File: config.mk
export PLATFORM = sky130hd
export DESIGN_NAME = if_stage_flat
export DESIGN_NICKNAME = d
export VERILOG_FILES = /design/src/rtl/if_stage_if.sv /design/src/rtl/if_stage.sv /design/src/flat_wrapper.sv
export SDC_FILE = /design/constraint.sdc
export NUM_CORES = 1
export LEC_CHECK = 0
export BUFFER_PORTS_ARGS = -buffer_cell sky130_fd_sc_hd__buf_2
export CAP_MARGIN = 40
export CORE_ASPECT_RATIO = 1.1
export CORE_UTILIZATION = 40
export DETAILED_ROUTE_END_ITERATION = 10
export PLACE_DENSITY_LB_ADDON = 0.2
export SLEW_MARGIN = 5
export SYNTH_ARGS = -nofsm -noshare
export SYNTH_HDL_FRONTEND = slang
export SYNTH_SLANG_ARGS = --single-unit
File: constraint.sdc
create_clock -name clk -period 9.3 [get_ports clk]
set_clock_uncertainty 0.05 [all_clocks]
set_input_delay 0.93 -clock clk [delete_from_list [all_inputs] [get_ports clk]]
set_output_delay 0.93 -clock clk [all_outputs]
set_load 0.02 [all_outputs]
File: src/rtl/if_stage_if.sv
// ---------------------------------------------------------------------------
// if_stage_if
//   Signal bundle around the RV32I instruction-fetch stage.
//   Groups three things:
//     - the instruction-memory request handshake (imem_*)
//     - the redirect inputs resolved downstream (redirect_*, pcsource,
//       offset, rs1_value)
//     - the IF/ID pipeline register outputs (id_*) and misalign_err
//   Modports:
//     master : the fetch stage view (drives imem_req/addr, id_*, misalign_err)
//     slave  : the environment view (memory + decode + resolve logic)
// ---------------------------------------------------------------------------
interface if_stage_if;
  // Instruction-memory handshake
  logic        imem_req;
  logic [31:0] imem_addr;
  logic        imem_ready;
  logic [31:0] imem_rdata;

  // Decode back-pressure and control-transfer resolution
  logic        id_stall;
  logic        redirect_valid;
  logic [1:0]  pcsource;
  logic [31:0] redirect_pc;
  logic [31:0] offset;
  logic [31:0] rs1_value;

  // IF/ID pipeline register
  logic        id_valid;
  logic [31:0] id_inst;
  logic [31:0] id_pc;
  logic [31:0] id_pc4;
  logic        misalign_err;

  modport master (
    output imem_req, imem_addr,
    input  imem_ready, imem_rdata,
    input  id_stall, redirect_valid, pcsource, redirect_pc, offset, rs1_value,
    output id_valid, id_inst, id_pc, id_pc4, misalign_err
  );

  modport slave (
    input  imem_req, imem_addr,
    output imem_ready, imem_rdata,
    output id_stall, redirect_valid, pcsource, redirect_pc, offset, rs1_value,
    input  id_valid, id_inst, id_pc, id_pc4, misalign_err
  );
endinterface

File: src/rtl/if_stage.sv
// ---------------------------------------------------------------------------
// if_stage
//   Instruction-fetch stage of the RV32I core. Holds the PC, issues fetch
//   requests to instruction memory, and registers the fetched word with its
//   PC into the IF/ID pipeline register. Redirects (branch / jal / jalr)
//   resolved downstream flush wrong-path work and retarget the PC.
//
//   Ports:
//     clk  : clock, rising edge
//     rst  : asynchronous, active-high reset
//     bus  : if_stage_if.master
//            imem_req/imem_addr out, imem_ready/imem_rdata in
//            id_stall, redirect_valid, pcsource, redirect_pc, offset,
//            rs1_value in
//            id_valid, id_inst, id_pc, id_pc4, misalign_err out
//
//   States:
//     IDLE : one cycle after reset release
//     REQ  : request outstanding at imem_addr = pc
//     HELD : fetched word parked in the skid buffer while decode stalls
//     DROP : wrong-path request still outstanding; wait for it, discard data
//     HALT : misaligned redirect target; fetch stopped until reset
// ---------------------------------------------------------------------------
module if_stage #(
  parameter logic [31:0] RESET_PC = 32'h0000_0000,
  parameter logic [31:0] NOP_INST = 32'h0000_0013
) (
  input  logic        clk,
  input  logic        rst,
  if_stage_if.master  bus
);

  typedef enum logic [2:0] {
    IDLE = 3'd0,
    REQ  = 3'd1,
    HELD = 3'd2,
    DROP = 3'd3,
    HALT = 3'd4
  } state_e;

  localparam logic [1:0] PCS_SEQ    = 2'b00;
  localparam logic [1:0] PCS_JALR   = 2'b10;

  // State and datapath registers
  state_e      state_q,     state_d;
  logic [31:0] pc_q,        pc_d;
  logic [31:0] drop_addr_q, drop_addr_d;  // address of the abandoned request
  logic        id_valid_q,  id_valid_d;
  logic [31:0] id_inst_q,   id_inst_d;
  logic [31:0] id_pc_q,     id_pc_d;
  logic [31:0] id_pc4_q,    id_pc4_d;
  logic        buf_valid_q, buf_valid_d;
  logic [31:0] buf_inst_q,  buf_inst_d;
  logic [31:0] buf_pc_q,    buf_pc_d;
  logic        misalign_q,  misalign_d;

  // Redirect target computation
  logic [31:0] tgt_base;
  logic [31:0] tgt_sum;
  logic [31:0] target;
  logic        redirect;
  logic        tgt_misaligned;
  logic        id_hold;

  always_comb begin
    tgt_base = (bus.pcsource == PCS_JALR) ? bus.rs1_value : bus.redirect_pc;
    // Modulo-2^32 add; wrap-around is a legal target, not an error.
    tgt_sum  = tgt_base + bus.offset;
    // jalr clears bit 0 before the alignment check.
    target   = (bus.pcsource == PCS_JALR) ? (tgt_sum & ~32'h1) : tgt_sum;
    tgt_misaligned = (target[1:0] != 2'b00);
    // A halted stage ignores everything until reset.
    redirect = bus.redirect_valid && (bus.pcsource != PCS_SEQ) && (state_q != HALT);
    // Decode holds the IF/ID slot only when it actually contains something.
    id_hold  = id_valid_q && bus.id_stall;
  end

  // -------------------------------------------------------------------------
  // State register
  // -------------------------------------------------------------------------
  // NOTE: sequential state uses non-blocking (<=) so every flop samples the
  // pre-edge values; always_comb uses blocking (=) with a default for every
  // signal first, so no path leaves a variable unassigned and infers a latch.
  always_ff @(posedge clk or posedge rst) begin
    if (rst) begin
      state_q     <= IDLE;
      pc_q        <= RESET_PC;
      drop_addr_q <= RESET_PC;
      id_valid_q  <= 1'b0;
      id_inst_q   <= NOP_INST;
      id_pc_q     <= 32'h0000_0000;
      id_pc4_q    <= 32'h0000_0004;
      buf_valid_q <= 1'b0;
      buf_inst_q  <= NOP_INST;
      buf_pc_q    <= 32'h0000_0000;
      misalign_q  <= 1'b0;
    end else begin
      state_q     <= state_d;
      pc_q        <= pc_d;
      drop_addr_q <= drop_addr_d;
      id_valid_q  <= id_valid_d;
      id_inst_q   <= id_inst_d;
      id_pc_q     <= id_pc_d;
      id_pc4_q    <= id_pc4_d;
      buf_valid_q <= buf_valid_d;
      buf_inst_q  <= buf_inst_d;
      buf_pc_q    <= buf_pc_d;
      misalign_q  <= misalign_d;
    end
  end

  // -------------------------------------------------------------------------
  // Next-state / datapath logic
  // -------------------------------------------------------------------------
  always_comb begin
    state_d     = state_q;
    pc_d        = pc_q;
    drop_addr_d = drop_addr_q;
    id_valid_d  = id_valid_q;
    id_inst_d   = id_inst_q;
    id_pc_d     = id_pc_q;
    id_pc4_d    = id_pc4_q;
    buf_valid_d = buf_valid_q;
    buf_inst_d  = buf_inst_q;
    buf_pc_d    = buf_pc_q;
    misalign_d  = misalign_q;

    // Decode consumes the slot whenever it is not holding it; the slot then
    // reads as empty unless a new word is loaded below this cycle.
    if (!id_hold) begin
      id_valid_d = 1'b0;
      id_inst_d  = NOP_INST;
    end

    unique case (state_q)
      IDLE: state_d = REQ;

      REQ: begin
        if (bus.imem_ready) begin
          pc_d = pc_q + 32'd4;
          if (id_hold) begin
            // Decode is full: park the word so the handshake still completes.
            buf_valid_d = 1'b1;
            buf_inst_d  = bus.imem_rdata;
            buf_pc_d    = pc_q;
            state_d     = HELD;
          end else begin
            id_valid_d = 1'b1;
            id_inst_d  = bus.imem_rdata;
            id_pc_d    = pc_q;
            id_pc4_d   = pc_q + 32'd4;
          end
        end
      end

      HELD: begin
        if (!bus.id_stall) begin
          id_valid_d  = 1'b1;
          id_inst_d   = buf_inst_q;
          id_pc_d     = buf_pc_q;
          id_pc4_d    = buf_pc_q + 32'd4;
          buf_valid_d = 1'b0;
          state_d     = REQ;
        end
      end

      DROP: begin
        // Returned data belongs to the wrong path and is never captured.
        if (bus.imem_ready) state_d = REQ;
      end

      HALT: id_valid_d = 1'b0;

      default: state_d = IDLE;
    endcase

    // Redirect overrides stall and any sequential update above.
    if (redirect) begin
      id_valid_d  = 1'b0;
      id_inst_d   = NOP_INST;
      buf_valid_d = 1'b0;
      pc_d        = target;
      if (tgt_misaligned) begin
        misalign_d = 1'b1;
        state_d    = HALT;
      end else begin
        unique case (state_q)
          REQ: begin
            if (bus.imem_ready) begin
              state_d = REQ;
            end else begin
              // Request cannot be withdrawn: keep the old address on the bus.
              drop_addr_d = pc_q;
              state_d     = DROP;
            end
          end
          HELD:    state_d = REQ;
          DROP:    state_d = bus.imem_ready ? REQ : DROP;
          default: state_d = REQ;
        endcase
      end
    end
  end

  // -------------------------------------------------------------------------
  // Output logic
  // -------------------------------------------------------------------------
  always_comb begin
    bus.imem_req  = (state_q == REQ) || (state_q == DROP);
    bus.imem_addr = (state_q == DROP) ? drop_addr_q : pc_q;
    bus.id_valid     = id_valid_q;
    bus.id_inst      = id_inst_q;
    bus.id_pc        = id_pc_q;
    bus.id_pc4       = id_pc4_q;
    bus.misalign_err = misalign_q;
  end

endmodule

File: src/flat_wrapper.sv
// flat-port wrapper written by rule: the top's interface ports become plain ports
module if_stage_flat 
#(
  parameter logic [31:0] RESET_PC = 32'h0000_0000,
  parameter logic [31:0] NOP_INST = 32'h0000_0013
)
  (clk, rst, bus_imem_req, bus_imem_addr, bus_imem_ready, bus_imem_rdata, bus_id_stall, bus_redirect_valid, bus_pcsource, bus_redirect_pc, bus_offset, bus_rs1_value, bus_id_valid, bus_id_inst, bus_id_pc, bus_id_pc4, bus_misalign_err);
  if_stage_if bus_i ();
  input  logic clk;
  input  logic rst;
  output wire logic [$bits(bus_i.imem_req)-1:0] bus_imem_req;
  output wire logic [$bits(bus_i.imem_addr)-1:0] bus_imem_addr;
  input wire logic [$bits(bus_i.imem_ready)-1:0] bus_imem_ready;
  input wire logic [$bits(bus_i.imem_rdata)-1:0] bus_imem_rdata;
  input wire logic [$bits(bus_i.id_stall)-1:0] bus_id_stall;
  input wire logic [$bits(bus_i.redirect_valid)-1:0] bus_redirect_valid;
  input wire logic [$bits(bus_i.pcsource)-1:0] bus_pcsource;
  input wire logic [$bits(bus_i.redirect_pc)-1:0] bus_redirect_pc;
  input wire logic [$bits(bus_i.offset)-1:0] bus_offset;
  input wire logic [$bits(bus_i.rs1_value)-1:0] bus_rs1_value;
  output wire logic [$bits(bus_i.id_valid)-1:0] bus_id_valid;
  output wire logic [$bits(bus_i.id_inst)-1:0] bus_id_inst;
  output wire logic [$bits(bus_i.id_pc)-1:0] bus_id_pc;
  output wire logic [$bits(bus_i.id_pc4)-1:0] bus_id_pc4;
  output wire logic [$bits(bus_i.misalign_err)-1:0] bus_misalign_err;
  assign bus_imem_req = bus_i.imem_req;
  assign bus_imem_addr = bus_i.imem_addr;
  assign bus_i.imem_ready = bus_imem_ready;
  assign bus_i.imem_rdata = bus_imem_rdata;
  assign bus_i.id_stall = bus_id_stall;
  assign bus_i.redirect_valid = bus_redirect_valid;
  assign bus_i.pcsource = bus_pcsource;
  assign bus_i.redirect_pc = bus_redirect_pc;
  assign bus_i.offset = bus_offset;
  assign bus_i.rs1_value = bus_rs1_value;
  assign bus_id_valid = bus_i.id_valid;
  assign bus_id_inst = bus_i.id_inst;
  assign bus_id_pc = bus_i.id_pc;
  assign bus_id_pc4 = bus_i.id_pc4;
  assign bus_misalign_err = bus_i.misalign_err;
  if_stage #(.RESET_PC(RESET_PC), .NOP_INST(NOP_INST)) u_core (.clk(clk), .rst(rst), .bus(bus_i));
endmodule
==> impl_metrics.yaml, run 1 <==
min_path:
  hp-class: "reg -> reg"
  min_from: "u_core.bus.misalign_err"
  holdPathStages: 1
  hold-path-endpoint: "u_core.bus.misalign_err"
final_layout:
  final-seq-area_um2: 5690
  multi_input_area_um2: 7170
  finalNetCount: 1741
  final_cell_area_um2: 15700
  diodes: 0
  drive_above_1_share_pct: 25.9
  fillers: 3128
  area_growth_pct: 17.7
clocking:
  cts_buffer_depth: 3
  cts_sinks: 227
  post_cts_buffers: 0
  cts_inserted_buffers: 24
  ctsRootBufferMaster: "clkbuf_16"
  path_clk_slew_ns: 0.06
  holdBufCountCts: 0
  clk_latency_ns: 0.51
  cts_resized: 0
  cts_tree: "yes"
  htree_levels: 1
global_routing:
  grt_pass1_vias: 10500
  met3_usage_pct: 2.16
  grtUsageMet2_pct: 32.4
  grt_max_degree: 114
  grt_overflow: 0
  grt_pass1_wl_um: 56800
  grt_antenna_before_repair: 0
  use_met1_pct: 30.3
  track_usage_pct: 20.6
  grt.busiest_layer: "met2"
logic_synthesis:
  synth_cell_types: 65
  synth_ff_type: "dfrtp_1"
  synthArstFlopShare_pct: 100
  synthCells: 1366
  synth_edf_count: 0
  ys_seq_area_share_pct: 42.7
  ys_ff_latch: 227
  yosys_warnings: 0
  syn-num-nets: 1538
  syn_avg_cell_area_um2: 9.76
  syn_area_um2: 13300
place:
  placed_cell_area_um2: 14900
  dpl.hpwl_um: 25800
  gp_congestion: 0.858
  place_ws_ns: 5.01
  io_buffers: 265
die:
  core_area_um2: 32500
  die_x_um: 176
  start_util_pct: 41.0
  die_h_um: 193
  die-area_um2: 34100
  io_pins: 266
  rows: 69
timing:
  slew_violations: 0
  slew_headroom_pct: 39.4
  period_needed_ns: 3.77
  finalCritPeriodShare_pct: 40.5
  hold_viol: 0
  setup_slack_ns: 5.53
  setup_tns_ns: 0
  rsz0062_at_grt: "no"
  setup_viol: 0
  tightest_slew_ns: 0.910
  fmax_ghz: 0.265
detailed_routing:
  wl_per_cell_um: 17.5
  ant_nets: 0
  postRouteWirelength_um: 35200
  drcViolationCount: 0
  first_pass_iters: 5
  via_per_inst: 5.32
  vias: 10700
  drt-initial-drc-count: 487
setup_path:
  r2r-start: "u_core.state_q[0]"
  cp_cell_sequence: "buf_2 -> nand2b_1 -> buf_4 -> mux2_2 -> ha_1 -> fa_1 -> a211oi_1 -> o21ai_1 -> nand2_1 -> o311ai_1 -> a21oi_1 -> a2bb2oi_1 -> nand3_1"
  critical_path.endpoint_type: "register"
  crit_fanout: 34
  r2r_cells: 7
  critPathKind: "in -> reg"
  r2r_slack_ns: 6.41
  crit_required_ns: 9.64
  critPathMaxStageDelay_ns: 0.46
  r2r-end: "u_core.buf_pc_q[15]"
  cpMaxStageDelayCell: "a21oi_1"
  arrival_ns: 4.10
  crit_path_start_kind: "input port"
pwr:
  p_per_area_nw_per_um2: 291
  p_leak_nw: 7.10
  irDropWorstVdd_mv: 0.123
  intPower_mw: 2.70
  power.switching_mw: 1.87
  p_clk_share_pct: 20.7
  comb_power_share_pct: 39.6
  finalPower_mw: 4.57
  seqPwrFrac_pct: 39.7
  switching_share_pct: 40.9
run:
  drv_cap: 0
run_status:
  status: "finished clean"
## cells in the mapped netlist, types with 2 or more instances
cell type	instances	share of area, %
inv_1	11	0.31
o221ai_1	3	0.20
and4_1	5	0.33
a22oi_1	31	1.7
buf_2	36	1.4
and3_1	15	0.70
dfstp_2	7	1.4
nand2b_1	2	0.094
nand2_1	184	5.2
nor3_1	17	0.64
a31oi_1	8	0.38
nand3_1	50	1.9
buf_1	9	0.25
mux2_1	91	7.7
a21oi_1	84	3.2
xor2_1	52	3.4
or4_1	2	0.11
a211oi_1	8	0.45
dfrtp_1	220	41
ha_1	36	3.4
nor3_2	2	0.15
nor2_1	55	1.5
o21ai_0	25	0.94
o32ai_1	2	0.13
mux2_2	70	5.9
nor4_1	2	0.094
o211ai_1	2	0.11
a21o_1	8	0.45
o21bai_1	6	0.34
buf_4	2	0.11
inv_2	3	0.084
nand4_1	28	1.3
o21ai_1	86	3.2
or3_1	3	0.14
clkbuf_1	57	1.6
o21a_1	9	0.51
a2111oi_0	2	0.13
or2_1	3	0.14
o22ai_1	8	0.38
mux2i_1	37	2.8
xnor2_1	57	3.7
and2_1	5	0.23
## cell usage in the layout (no fill, tap or decap), drive strengths merged, types with 3 or more instances in the layout
| cell | count |
|---|---|
| dfstp | 7 |
| nand2 | 184 |
| or3 | 3 |
| a21o | 8 |
| and2 | 5 |
| o21a | 9 |
| clkbuf | 39 |
| mux2 | 161 |
| xor2 | 52 |
| or2 | 4 |
| and3 | 15 |
| buf | 281 |
| and4 | 5 |
| xnor2 | 57 |
| o21bai | 6 |
| nor4 | 4 |
| a21oi | 85 |
| inv | 14 |
| mux2i | 37 |
| nand3 | 50 |
| o22ai | 8 |
| a31oi | 8 |
| nand4 | 29 |
| ha | 36 |
| nor2 | 55 |
| o21ai | 111 |
| a211oi | 8 |
| o221ai | 3 |
| dfrtp | 220 |
| a22oi | 31 |
| nor3 | 19 |
## metal layers
layer  vias to the layer above  wire [um]
li1                       5246          -
met1                      5128      16900
met2                       283      16100
met3                        32       1580
met4                         0        634
met5                         -          0
## registers in the layout, summed over array words and instances (netlist names)
name,count
u_core.bus.misalign_err,1
u_core.buf_pc_q,32
u_core.bus.id_inst,32
u_core.bus.id_pc,30
u_core.pc_q,32
u_core.state_q,3
u_core.drop_addr_q,32
u_core.bus.id_pc4,32
u_core.buf_inst_q,32
u_core.bus.id_valid,1
## worst max path at each step
stage                    startpoint                    end  cells after the start
global route        bus_pcsource[0]        u_core.pc_q[30]                     13
detailed placement  bus_pcsource[0]        u_core.pc_q[30]                     13
finish              bus_pcsource[0]        u_core.pc_q[30]                     13
global placement    bus_pcsource[0]        u_core.pc_q[30]                     13
CTS                 bus_pcsource[0]        u_core.pc_q[30]                     13
floorplan                       rst  u_core.buf_inst_q[10]                      1
## cell type report
cell class                 instances  area share [%]
inverter                          14           0.383
clock inverter                     3           0.415
timing repair buffer             281            9.42
multi-input combinational       1021            45.7
tap                              426            3.40
clock buffer                      39            4.45
sequential                       227            36.2
## power groups by stage
stage | registers (mW) | clock network, mW | logic [mW]
CTS | 1.81 | 0.972 | 1.83
global placement | 1.80 | 0 | 1.79
global route | 1.88 | 1.01 | 1.98
detailed placement | 1.83 | 0 | 1.82
floorplan | 1.80 | 0 | 1.21
finish | 1.81 | 0.946 | 1.81
## cells by family after synthesis
| kind of cell | count (synthesis) | synth area share, % |
|---|---|---|
| buf+inv | 118 | 3.72 |
| flops | 227 | 42.7 |
| fa+ha+maj | 37 | 3.53 |
| compound gates | 295 | 13.3 |
| mux | 198 | 16.4 |
| xor+xnor | 109 | 7.16 |
| simple gates | 382 | 13.3 |
## through the flow
| step | hold slack (ns) | utilization [%] | std cells |
|---|---|---|---|
| 6_report | 0.412 | 48.2 | 2011 |
| 5_1_grt | 0.448 | 48.2 | 2011 |
| 4_1_cts | 0.416 | 48.2 | 2011 |
| 3_5_place_dp | 0.400 | 45.9 | 1969 |
| 3_3_place_gp | 0.398 | 45.7 | 1967 |
| 2_1_floorplan | 0.402 | - | 1366 |
## worst max-delay path: cells and delay by family
| family | cells | cell delay (ns) |
|---|---|---|
| and+or+nand+nor | 3 | 0.34 |
| muxes | 1 | 0.39 |
| buffers and inverters | 2 | 0.45 |
| adders and majority gates | 2 | 0.64 |
| AOI/OAI and AO/OA | 5 | 1.32 |
Power figures use the tool's default switching activity.
==> run 2: changes to the inputs <==
==> constraint.sdc (replaced) <==
create_clock -name clk -period 3.5 [get_ports clk]
set_clock_uncertainty 0.05 [all_clocks]
set_input_delay 0.35 -clock clk [delete_from_list [all_inputs] [get_ports clk]]
set_output_delay 0.35 -clock clk [all_outputs]
set_load 0.02 [all_outputs]
==> impl_metrics.yaml, run 2 (synthesis gave the netlist of run 1 again) <==
run_status:
  status: "finished clean"
detailed_routing:
  postRouteWirelength_um: 35800
  ant_nets: 0
  vias: 10900
  drt-initial-drc-count: 544
  wl_per_cell_um: 17.1
  drcViolationCount: 0
  first_pass_iters: 4
  via_per_inst: 5.21
final_layout:
  most-common-layout-cells: "265 x buf_2, 220 x dfrtp_1, 183 x nand2_1"
  fin_cells: 2089
  area_growth_pct: 23.1
  diodes: 0
  finalNetCount: 1817
  final_common_cell: "buf_2"
  drive_above_1_share_pct: 28.6
clocking:
  htree_levels: 1
  post_cts_buffers: 0
  cts_buffer_depth: 3
  path_clk_slew_ns: 0.06
  cts_resized: 0
  cts_sinks: 227
  holdBufCountCts: 17
  ctsRootBufferMaster: "clkbuf_16"
  clk_latency_ns: 0.52
  cts_tree: "yes"
  cts_inserted_buffers: 24
setup_path:
  cpMaxStageDelayCell: "dfrtp_1"
  arrival_ns: 2.52
  critPathLaunch: "u_core.state_q[2]"
  r2r_cells: 7
  r2r-end: "u_core.buf_pc_q[10]"
  cp_cell_sequence: "inv_2 -> nand2_1 -> inv_2 -> nand2_1 -> buf_4 -> mux2_2 -> buf_2"
  r2r_slack_ns: 0.95
  crit_family: "buffers and inverters"
  cp.depth: 7
  critPathKind: "reg -> out"
  critPathMaxStageDelay_ns: 0.57
  r2r-start: "u_core.state_q[0]"
  crit_required_ns: 3.10
  crit_fanout: 29
  crit_path_end: "bus_imem_addr[15]"
  crit_path_start_kind: "register"
  critical_path.endpoint_type: "output pin"
  cp_num_buf_inv: 4
place:
  io_buffers: 265
  dp_cells: 2028
  gp_congestion: 0.889
  dpl.hpwl_um: 26600
global_routing:
  grt_overflow: 0
  grt_pass1_vias: 10800
  grt_max_degree: 69
  track_usage_pct: 21.1
  grt_antenna_before_repair: 0
  grt_pass1_wl_um: 58500
die:
  die-area_um2: 34100
  io_pins: 266
  die_h_um: 193
  die_x_um: 176
  start_util_pct: 41.0
  rows: 69
  core_area_um2: 32500
pwr:
  irDropWorstVdd_mv: 0.344
  p_per_area_nw_per_um2: 745
  p_leak_nw: 7.50
timing:
  slew_violations: 0
  slew_headroom_pct: 55.9
  hold_viol: 0
  setup_viol: 0
  rsz0062_at_grt: "no"
  period_needed_ns: 2.92
  fmax_ghz: 0.343
  tightest_slew_ns: 0.659
  setup_tns_ns: 0
  finalCritPeriodShare_pct: 83.3
min_path:
  hp-class: "in -> reg"
run:
  drv_cap: 0
run 2: final cells by class:
class / count / area (um^2)
flip-flops and latches: 227 / 5690
multi-input cells: 1021 / 7170
fillers: 3056 / 16100
clock buffers: 33 / 654
inverters: 14 / 56.3
clock inverters: 11 / 120
repair buffers: 357 / 2190
well taps: 426 / 533
run 2: worst reg2reg max path: stages (launching register included):
cell     delay [ns]
dfrtp_1        0.64
nand2_1        0.19
inv_2          0.12
and3_1         0.50
nand2_2        0.08
buf_4          0.19
buf_16         0.21
mux2_1         0.43
run 2: how the worst min path moves through the flow:
stage | from | to | slack, ns | depth (start not counted)
6_report | bus_imem_rdata[31] | u_core.buf_inst_q[31] | 0.02 | 2
5_1_grt | bus_imem_rdata[17] | u_core.buf_inst_q[17] | 0.001 | 2
4_1_cts | bus_imem_rdata[17] | u_core.buf_inst_q[17] | 0.0002 | 2
3_5_place_dp | rst | u_core.bus.id_pc4[13] | 0.34 | 2
3_3_place_gp | u_core.bus.misalign_err | u_core.bus.misalign_err | 0.40 | 1
2_1_floorplan | u_core.drop_addr_q[8] | u_core.drop_addr_q[8] | 0.40 | 2
run 2: metrics by stage:
step / setup WS (ns) / power [mW] / hold WS, ns / area [um^2] / util (%)
4_1_cts: 0.560 / 12.4 / 0.000176 / 16400 / 50.4
6_report: 0.584 / 12.2 / 0.0174 / 16400 / 50.4
3_3_place_gp: 0.0753 / 9.66 / 0.398 / 15400 / 47.4
3_5_place_dp: 0.122 / 9.79 / 0.343 / 15500 / 47.5
5_1_grt: 0.418 / 13.1 / 0.00133 / 16400 / 50.4
2_1_floorplan: 0.0641 / 8.01 / 0.402 / 13300 / -
run 2: routing by layer:
metal,GRT usage (%),vias up,wire [um]
met4,4.86,0,655
li1,-,5395,-
met5,0,-,0
met3,1.93,36,1440
met1,30.6,5178,17200
met2,33.9,268,16500
run 2: report_power, final:
part / switching, mW / internal [mW] / total, mW
Sequential: 1.10 / 3.72 / 4.83
Combinational: 2.86 / 2.05 / 4.91
Clock: 1.04 / 1.46 / 2.50
